`src/rtl/frame_reorder_pkg.sv`:
```
// Shared definitions for the frame reorder buffer.
//   MODE_*    : per-frame permutation encodings (value 3 is reserved and
//               treated as natural order)
//   perm_addr : maps an output index to the bank address to read
package frame_reorder_pkg;

  localparam logic [1:0] MODE_NAT  = 2'd0;
  localparam logic [1:0] MODE_HALF = 2'd1;
  localparam logic [1:0] MODE_BREV = 2'd2;

  // Index width handled by perm_addr; callers truncate to LOG2N bits.
  localparam int PERM_W = 16;

  // Output index i of a frame of 2^log2n samples reads bank address a:
  //   natural        : a = i
  //   half-interleave: a = {i[0], i[log2n-1:1]}  (perfect shuffle of halves)
  //   bit-reverse    : a = i reversed over log2n bits
  function automatic logic [PERM_W-1:0] perm_addr(input logic [1:0]        mode,
                                                  input logic [PERM_W-1:0] i,
                                                  input int                log2n);
    logic [PERM_W-1:0] a;
    a = i;
    case (mode)
      MODE_HALF: a = (i >> 1) | (PERM_W'(i[0]) << (log2n - 1));
      MODE_BREV: begin
        a = '0;
        for (int b = 0; b < log2n; b++) a[log2n - 1 - b] = i[b];
      end
      default:   a = i;
    endcase
    return a;
  endfunction

endpackage

```
`src/rtl/frame_reorder_sdp_ram.sv`:
```
// Simple dual-port synchronous RAM shared by the FFT stages.
//   clk   : clock
//   we    : write enable, waddr/wdata written on the rising edge
//   re    : read enable, rdata = mem[raddr] one cycle later (held otherwise)
// Depth is 2^AW words of DW bits. Contents are not reset.
module sdp_ram #(
  parameter int DW = 16,
  parameter int AW = 4
) (
  input  logic          clk,
  input  logic          we,
  input  logic [AW-1:0] waddr,
  input  logic [DW-1:0] wdata,
  input  logic          re,
  input  logic [AW-1:0] raddr,
  output logic [DW-1:0] rdata
);

  logic [DW-1:0] mem [1 << AW];

  // NOTE: the array has no reset branch so it maps onto block RAM; readers
  // only ever see words that were written after the bank was last filled.
  always_ff @(posedge clk) begin
    if (we) mem[waddr] <= wdata;
    if (re) rdata <= mem[raddr];
  end

endmodule

```
`src/rtl/frame_reorder.sv`:
```
// Ping-pong frame buffer that emits each N = 2^LOG2N sample frame permuted.
//   clk, rst_n            : clock, asynchronous active-low reset
//   in_valid/in_ready     : writer handshake, in_data carries CH channels of
//                           DBW bits, in_mode selects the frame permutation
//                           (sampled with the first sample of the frame)
//   out_valid/out_ready   : reader handshake, out_data is the permuted sample,
//                           out_first/out_last mark output index 0 / N-1
// The writer fills one bank while the reader drains the other. Reads go
// through a one-cycle RAM into a two-entry output skid, so the reader runs at
// one sample per cycle and out_* hold steady under backpressure.
module frame_reorder
  import frame_reorder_pkg::*;
#(
  parameter int DBW   = 16,
  parameter int CH    = 1,
  parameter int LOG2N = 3
) (
  input  logic              clk,
  input  logic              rst_n,
  input  logic              in_valid,
  output logic              in_ready,
  input  logic [DBW*CH-1:0] in_data,
  input  logic [1:0]        in_mode,
  output logic              out_valid,
  input  logic              out_ready,
  output logic [DBW*CH-1:0] out_data,
  output logic              out_first,
  output logic              out_last
);

  localparam int                W        = DBW * CH;
  localparam logic [LOG2N-1:0]  LAST_IDX = '1;

  // Write side
  logic [LOG2N-1:0]  wr_cnt;
  logic              wr_bank;
  logic [1:0][1:0]   bank_mode;
  logic              wr_fire;

  // Read side
  logic [1:0]        full;
  logic [LOG2N-1:0]  rd_cnt;
  logic              rd_bank;
  logic              rd_issue;
  logic [LOG2N-1:0]  rd_addr;
  logic [W-1:0]      rd_data;

  // Output pipe: RAM output stage (pend), then head (out_*) and skid entry
  logic              pend_valid, pend_first, pend_last;
  logic              skid_valid, skid_first, skid_last;
  logic [W-1:0]      skid_data;
  logic              pop;
  logic [2:0]        inflight;

  assign in_ready = !full[wr_bank];
  assign wr_fire  = in_valid && in_ready;
  assign pop      = out_valid && out_ready;

  // Every issued read must find a slot in head/skid even if the consumer
  // stalls from now on, so count what is already committed minus this pop.
  assign inflight = 3'(out_valid) + 3'(skid_valid) + 3'(pend_valid);
  assign rd_issue = full[rd_bank] && ((inflight - 3'(pop)) < 3'd2);
  assign rd_addr  = LOG2N'(perm_addr(bank_mode[rd_bank], PERM_W'(rd_cnt), LOG2N));

  // NOTE: sequential state uses non-blocking assignments so every register
  // samples the pre-edge values of the others regardless of block order.
  always_ff @(posedge clk or negedge rst_n) begin
    if (!rst_n) begin
      wr_cnt    <= '0;
      wr_bank   <= 1'b0;
      bank_mode <= '0;
    end else if (wr_fire) begin
      if (wr_cnt == '0) bank_mode[wr_bank] <= in_mode;
      wr_cnt <= wr_cnt + 1'b1;
      if (wr_cnt == LAST_IDX) wr_bank <= !wr_bank;
    end
  end

  // The writer and reader always own opposite banks when both act on their
  // last index, so the set and the clear never target the same flag.
  always_ff @(posedge clk or negedge rst_n) begin
    if (!rst_n) begin
      full <= '0;
    end else begin
      if (wr_fire && wr_cnt == LAST_IDX)   full[wr_bank] <= 1'b1;
      if (rd_issue && rd_cnt == LAST_IDX)  full[rd_bank] <= 1'b0;
    end
  end

  always_ff @(posedge clk or negedge rst_n) begin
    if (!rst_n) begin
      rd_cnt  <= '0;
      rd_bank <= 1'b0;
    end else if (rd_issue) begin
      rd_cnt <= rd_cnt + 1'b1;
      if (rd_cnt == LAST_IDX) rd_bank <= !rd_bank;
    end
  end

  sdp_ram #(
    .DW (W),
    .AW (LOG2N + 1)
  ) u_ram (
    .clk   (clk),
    .we    (wr_fire),
    .waddr ({wr_bank, wr_cnt}),
    .wdata (in_data),
    .re    (rd_issue),
    .raddr ({rd_bank, rd_addr}),
    .rdata (rd_data)
  );

  always_ff @(posedge clk or negedge rst_n) begin
    if (!rst_n) begin
      pend_valid <= 1'b0;
      pend_first <= 1'b0;
      pend_last  <= 1'b0;
      skid_valid <= 1'b0;
      skid_first <= 1'b0;
      skid_last  <= 1'b0;
      skid_data  <= '0;
      out_valid  <= 1'b0;
      out_first  <= 1'b0;
      out_last   <= 1'b0;
      out_data   <= '0;
    end else begin
      pend_valid <= rd_issue;
      pend_first <= rd_issue && (rd_cnt == '0);
      pend_last  <= rd_issue && (rd_cnt == LAST_IDX);

      if (out_valid && !out_ready) begin
        // Head is stalled: park an arriving read word in the skid entry.
        if (pend_valid) begin
          skid_valid <= 1'b1;
          skid_data  <= rd_data;
          skid_first <= pend_first;
          skid_last  <= pend_last;
        end
      end else if (skid_valid) begin
        // Head empties: the older skid word advances, a new word refills it.
        out_data   <= skid_data;
        out_first  <= skid_first;
        out_last   <= skid_last;
        skid_valid <= pend_valid;
        if (pend_valid) begin
          skid_data  <= rd_data;
          skid_first <= pend_first;
          skid_last  <= pend_last;
        end
      end else begin
        out_valid <= pend_valid;
        out_first <= pend_valid && pend_first;
        out_last  <= pend_valid && pend_last;
        if (pend_valid) out_data <= rd_data;
      end
    end
  end

endmodule

```
`config.mk`:
```
export PLATFORM = sky130hd
export DESIGN_NAME = frame_reorder
export DESIGN_NICKNAME = d
export VERILOG_FILES = /design/src/rtl/frame_reorder_pkg.sv /design/src/rtl/frame_reorder_sdp_ram.sv /design/src/rtl/frame_reorder.sv
export SDC_FILE = /design/constraint.sdc
export NUM_CORES = 1
export LEC_CHECK = 0
export BUFFER_PORTS_ARGS = -buffer_cell sky130_fd_sc_hd__buf_2
export CORE_ASPECT_RATIO = 1.2
export CORE_MARGIN = 4
export CORE_UTILIZATION = 30
export DETAILED_ROUTE_END_ITERATION = 10
export GPL_ROUTABILITY_DRIVEN = 0
export HOLD_SLACK_MARGIN = 0.08
export PLACE_DENSITY = 0.5
export SYNTH_ARGS = -nofsm -noshare
export SYNTH_HDL_FRONTEND = slang
export SYNTH_HIERARCHICAL = 1
export SYNTH_SLANG_ARGS = --single-unit
```
`constraint.sdc`:
```
create_clock -name clk -period 9.1 [get_ports clk]
set_clock_uncertainty 0.1 [all_clocks]
set_input_delay 0.91 -clock clk [delete_from_list [all_inputs] [get_ports clk]]
set_output_delay 0.91 -clock clk [all_outputs]
set_load 0.02 [all_outputs]
```
**Yosys cells after proc, flatten, opt, wreduce, memory -nomap -nowiden**

Memory sizes are Yosys's and may differ from the RTL's. A register that Yosys moved wholly into a read port is not among the register bits.
Index checks and enable logic that the tools add are counted.

- Flip-flop bits (word level): 55
- Memory bits (writable): 256
- Input port bits: 22
- Output and inout bits: 20
- Memories: 1

Memories:

| memory | words | width | read ports | clocked after Yosys merged registers in | wr ports | RTL line | RTL |
|---|---|---|---|---|---|---|---|
| u_ram.mem | 16 | 16 | 1 | 1 | 1 | frame_reorder_sdp_ram.sv:19 | `logic [DW-1:0] mem [1 << AW];` |

- $add $sub $neg: 5
- Order comparisons: 5
- Equal/unequal tests: 5
- Mux-type cells: 34
- Bitwise operators: 6
- Reduce and logical (&&, ||, !) cells: 24

Operators by type and width:

| kind | count |
|---|---|
| $mux 16 | 5 |
| $mux 1 | 19 |
| $logic_and 1x1->1 | 11 |
| $mux 2 | 5 |
| $reduce_and 2->1 | 5 |
| $add 3x1->3 const B | 2 |
| $eq 3x3->1 const B | 2 |
| $logic_not 3->1 | 2 |
| $pmux 3 s2 | 1 |
| $bwmux 4 | 1 |
| $logic_not 1->1 | 4 |
| $lt 1x2->1 const B | 2 |
| $reduce_bool 2->1 | 2 |
| $add 2x1->3 | 1 |
| $lt 3x2->1 const B | 1 |
| $or 2x3->3 | 1 |
| $sub 3x1->3 | 1 |
| $add 1x1->2 | 1 |
| $and 2x2->2 | 1 |
| $demux 1 s1 | 2 |
| $demux 2 s1 | 1 |
| $eq 2x1->1 const B | 1 |
| $eq 2x2->1 const B | 1 |
| $ge 1x1->1 const B | 2 |
| 4 further kinds | 5 |

**Longest topological paths before layout**

- Depth in word-level cells: 8
- Mapped depth: 10

**Modules after synthesis**

Netlist, hierarchy kept.

Modules (own cells, without submodules):

| module | times used | cells an instance | area each (um^2) |
|---|---|---|---|
| sdp_ram | 1 | 432 | 10202.3 |
| frame_reorder | 1 | 210 | 2518.7 |

**Worst setup path after synthesis**

No wires, ideal clock.

- Kind: register to register
- Start: register wr_bank
- End: memory u_ram.mem[0][0] (enable)
- Library setup time: 0.409 ns
- Data arrival time: 2.954 ns
- Slack: 5.637 ns
- Cell stages (with the launch flop): 6
- Path buffers: 0
- Cell sequence: dfrtp_1 mux2i_1 nand2_1 inv_1 or3b_2 nor3_1

- Word-level cells in the longest chain between the ends: 6

Ends and longest elaborated chain:

| element | RTL line | RTL |
|---|---|---|
| start, declared | frame_reorder.sv:36 | `logic wr_bank;` |
| start signal, assigned | frame_reorder.sv:75 | `if (wr_cnt == LAST_IDX) wr_bank <= !wr_bank;` |
| $mux 1 (implied by the code) (2 in a row) | frame_reorder.sv:55 | `assign in_ready = !full[wr_bank];` |
| $logic_not 1->1 | frame_reorder.sv:55 |  |
| via in_ready | frame_reorder.sv:21 | `output logic in_ready,` |
| $logic_and 1x1->1 | frame_reorder.sv:56 | `assign wr_fire = in_valid && in_ready;` |
| via wr_fire | frame_reorder.sv:38 | `logic wr_fire;` |
| $mux 1 | frame_reorder_sdp_ram.sv:24 | `if (we) mem[waddr] <= wdata;` |
| $mux 1 (implied by the code) | frame_reorder_sdp_ram.sv:24 |  |
| end, declared | frame_reorder_sdp_ram.sv:19 |  |

The timed path passes the listed nets, and every way through them passes these cells. The select of a mux whose other input is x is not followed.

**Worst setup path after layout**

- Start: register rd_bank
- End: register u_ram.rdata[10], read port of u_ram.mem, data pin

- Word-level cells in the longest chain between the ends: 4
- Elaborated cells on any way between the ends: 8
- Classes of those cells: eq/ne (2); mux (5); reduce/logical (1)

Ends and longest elaborated chain:

| element | RTL line | RTL |
|---|---|---|
| start, declared | frame_reorder.sv:43 | `logic rd_bank;` |
| start signal, assigned | frame_reorder.sv:96 | `if (rd_cnt == LAST_IDX) rd_bank <= !rd_bank;` |
| $mux 2 (implied by the code) * (2 in a row) | frame_reorder.sv:63 | `assign rd_addr = LOG2N'(perm_addr(bank_mode[rd_bank], PERM_W'(rd_cnt), LOG2N));` |
| $eq 2x2->1 / $eq 2x1->1 (equally long branches) | frame_reorder_pkg.sv:23 | `case (mode)` |
| $pmux 3 s2 * | frame_reorder_pkg.sv:23 |  |
| via rd_addr[0] | frame_reorder.sv:45 | `logic [LOG2N-1:0] rd_addr;` |
| end, declared | frame_reorder_sdp_ram.sv:16 | `output logic [DW-1:0] rdata` |

The timed path passes the listed nets; every way through them passes the cells marked *. The select of a mux whose other input is x is not followed.
A chain may end at the register's enable or synchronous reset.

==> results.yml <==
outcome:
  status: "complete, no violations"
floorplan:
  die_w_um: 196.0
  ios: 42
  start_util: 0.3039
  die-area_sq_um: 45780
  core-area_sq_um: 41860
  die_h_um: 233.6
  std_cell_rows: 82
grt:
  grt_use_total: 0.1210
  grt-busiest-layer: "met2"
  overflow: 0
  grtUsageMet2: 0.2107
  grt_max_degree: 65
  use_met3: 0.02467
  grtUsageMet1: 0.1554
  grt_pass1_wl_mm: 41.78
  first_global_vias: 6482
  antenna_found_initial: 0
clock_tree:
  cts_setup_buffers: 0
  cts.htree.levels: 2
  root_buffer: "clkbuf_16"
  clk_path_buf_depth: 3
  cts_tree: "done"
  cts_made_buffers: 34
  worstSkewPairLatency_ns: 0.52
  cts_resized: 0
  clkSinkCount: 327
  clk_pin_slew_ns: 0.06
  holdBufCountCts: 0
critical_path:
  max_stage_delay_ns: 0.90
  cp_max_fo: 49
  path_cells: "mux2i_1, inv_1, ha_1, a221oi_1, a21oi_4, buf_4, mux4_1, a22oi_1, nand2_1"
  critPathBufInv: 2
  crit_start: "rd_bank"
  arrival_ns: 4.52
  path_delay_family: "compound AO/OA/AOI/OAI gates"
  crit_path_start_kind: "register"
  crit_type: "reg -> reg"
  cp.required_ns: 9.26
  critPathCaptureType: "register"
  r2r-start: "rd_bank"
  crit_slowest_cell: "buf_4"
power_and_ir_drop:
  power.leakage_nw: 4.939
  power_density_nw_per_um2: 387.4
  peakVddDrop_uv: 338.9
drt:
  route.detailed.drc: 0
  final_antenna_net_count: 0
  drt_wl_total_mm: 27.24
  wl_per_cell_um: 21.25
  drt_iter0_markers: 365
  via_per_inst: 4.758
  drt_pre_antenna_iters: 4
  vias: 6100
synth:
  syn-cell-area_sq_um: 12720
  netlist_instances: 642
  ys_seq_elements: 327
  synth_edf_count: 272
  synth_flop_cell: "edfxtp_1"
  ys_warn_count: 6
  ys_async_sr_fraction: 0.1682
  synth_seq_area_share: 0.7503
  synth_nets: 674
  syn_avg_cell_area_sq_um: 19.81
  ys_types: 38
timing:
  period_minus_slack_ns: 4.359
  fmax_mhz: 229.4
  hold_viol: 0
  fin_ws_ns: 4.741
  finalCritPeriodShare: 0.4790
  setup_viol: 0
  tightest_slew_ns: 1.093
  rsz0062_at_grt: "false"
  tns_ns: 0
  holdWs_ns: 0.4051
  drv_slew: 0
  max_slew_margin: 0.2705
placed_design:
  place_area_sq_um: 13670
  place.port_buffers: 41
  post-dp-hpwl_mm: 15.20
  pre_cts_ws_ns: 4.657
finish:
  drive_gt1_frac: 0.2826
  final_core_utilization: 0.3500
  final_cell_mix: "272 x edfxtp_1, 55 x dfrtp_1, 54 x mux4_2, 41 x buf_2, 35 x clkbuf_16"
  nNetsFinal: 745
  final_common_cell: "edfxtp_1"
  n_antenna_cell: 0
  final_area_sq_um: 14650
  area_growth_pct: 15.16
job:
  drv_cap: 0
worst_hold_path:
  hold_path.startpoint: "skid_data[10]"
  hp-class: "reg -> reg"
report_power, final:
part	leakage (nW)	switching, W	total [W]	internal, W
sequential	3.12	0.000135	0.00206	0.00193
clock	0.476	0.000547	0.00125	0.000704
combinational	1.34	0.00125	0.00236	0.00111
cell usage after synthesis (2+ instances only):
| library cell | n | area (sq um) |
|---|---|---|
| mux4_1 | 10 | 262.8 |
| clkbuf_1 | 8 | 30.03 |
| xnor2_1 | 2 | 17.52 |
| mux2i_1 | 19 | 190.2 |
| nor2b_1 | 5 | 31.28 |
| o21ai_0 | 9 | 45.04 |
| a22oi_1 | 34 | 255.2 |
| a31oi_1 | 3 | 18.77 |
| inv_1 | 10 | 37.54 |
| buf_1 | 4 | 15.01 |
| dfrtp_1 | 55 | 1376 |
| a21oi_1 | 19 | 95.09 |
| nand3b_1 | 3 | 22.52 |
| nor3_1 | 4 | 20.02 |
| buf_2 | 8 | 40.04 |
| buf_6 | 5 | 56.30 |
| nor2_1 | 35 | 131.4 |
| mux2_2 | 23 | 259.0 |
| buf_4 | 4 | 30.03 |
| edfxtp_1 | 272 | 8168 |
| nand2_1 | 26 | 97.59 |
| ha_1 | 10 | 125.1 |
| nand3_1 | 2 | 10.01 |
| mux4_2 | 54 | 1216 |
| mux2_4 | 2 | 30.03 |
| nand2b_1 | 2 | 12.51 |
| and2_1 | 3 | 18.77 |
per-layer routing:
metal  part of all wire  up-vias
met3              0.044       39
met5                  0        -
li1                   -     2720
met4              0.019        0
met2               0.51      105
met1               0.43     3236
final cells by class:
class                      instances  area (sq um)
fill                            3926         27210
sequential                       327          9544
multi-input combinational        275          3019
clock buffer                      44         909.6
tap                              546         683.2
timing repair buffer              65         385.4
clock inverter                    15         70.07
inverter                          10         37.54
final timing paths:
check	to	slack, ns	cells after the start
worst max register to register	u_ram/rdata[10]	4.74	9
min in group asynchronous	bank_mode[3]	0.44	2
worst max-delay path	u_ram/rdata[10]	4.74	9
worst min register to register	skid_data[10]	0.41	1
worst min-delay path	skid_data[10]	0.41	1
max in group asynchronous	out_data[12]	7.97	2
cell families (layout without fill, tap and decap cells):
logic type,after synthesis,count (layout),synth area share
simple gates,86,86,0.03118
xor+xnor,3,3,0.002066
fa+ha+maj,10,10,0.009836
buf+inv,40,134,0.01761
mux,108,108,0.1539
flops,327,327,0.7503
compound gates,68,68,0.03511
state kept, by name, summed over array words and instances, names as in the netlist, 2 cells and up:
name,flops
u_ram/mem,256
out_data,16
skid_data,16
u_ram/rdata,16
bank_mode,4
rd_cnt,3
wr_cnt,3
full,2
worst reg2reg max path, stage by stage (launching register included):
cell	delay [ns]
dfrtp_1	0.52
mux2i_1	0.32
inv_1	0.07
ha_1	0.40
a221oi_1	0.11
a21oi_4	0.68
buf_4	0.91
mux4_1	0.68
a22oi_1	0.24
nand2_1	0.09
through the flow:
stage | power [W] | std cells
2_1_floorplan | 0.003926 | 642
3_3_place_gp | 0.004504 | 1223
3_5_place_dp | 0.004522 | 1223
4_1_cts | 0.005786 | 1282
5_1_grt | 0.006038 | 1282
6_report | 0.005676 | 1282
No activity file was read; power rests on OpenSTA's default activity.
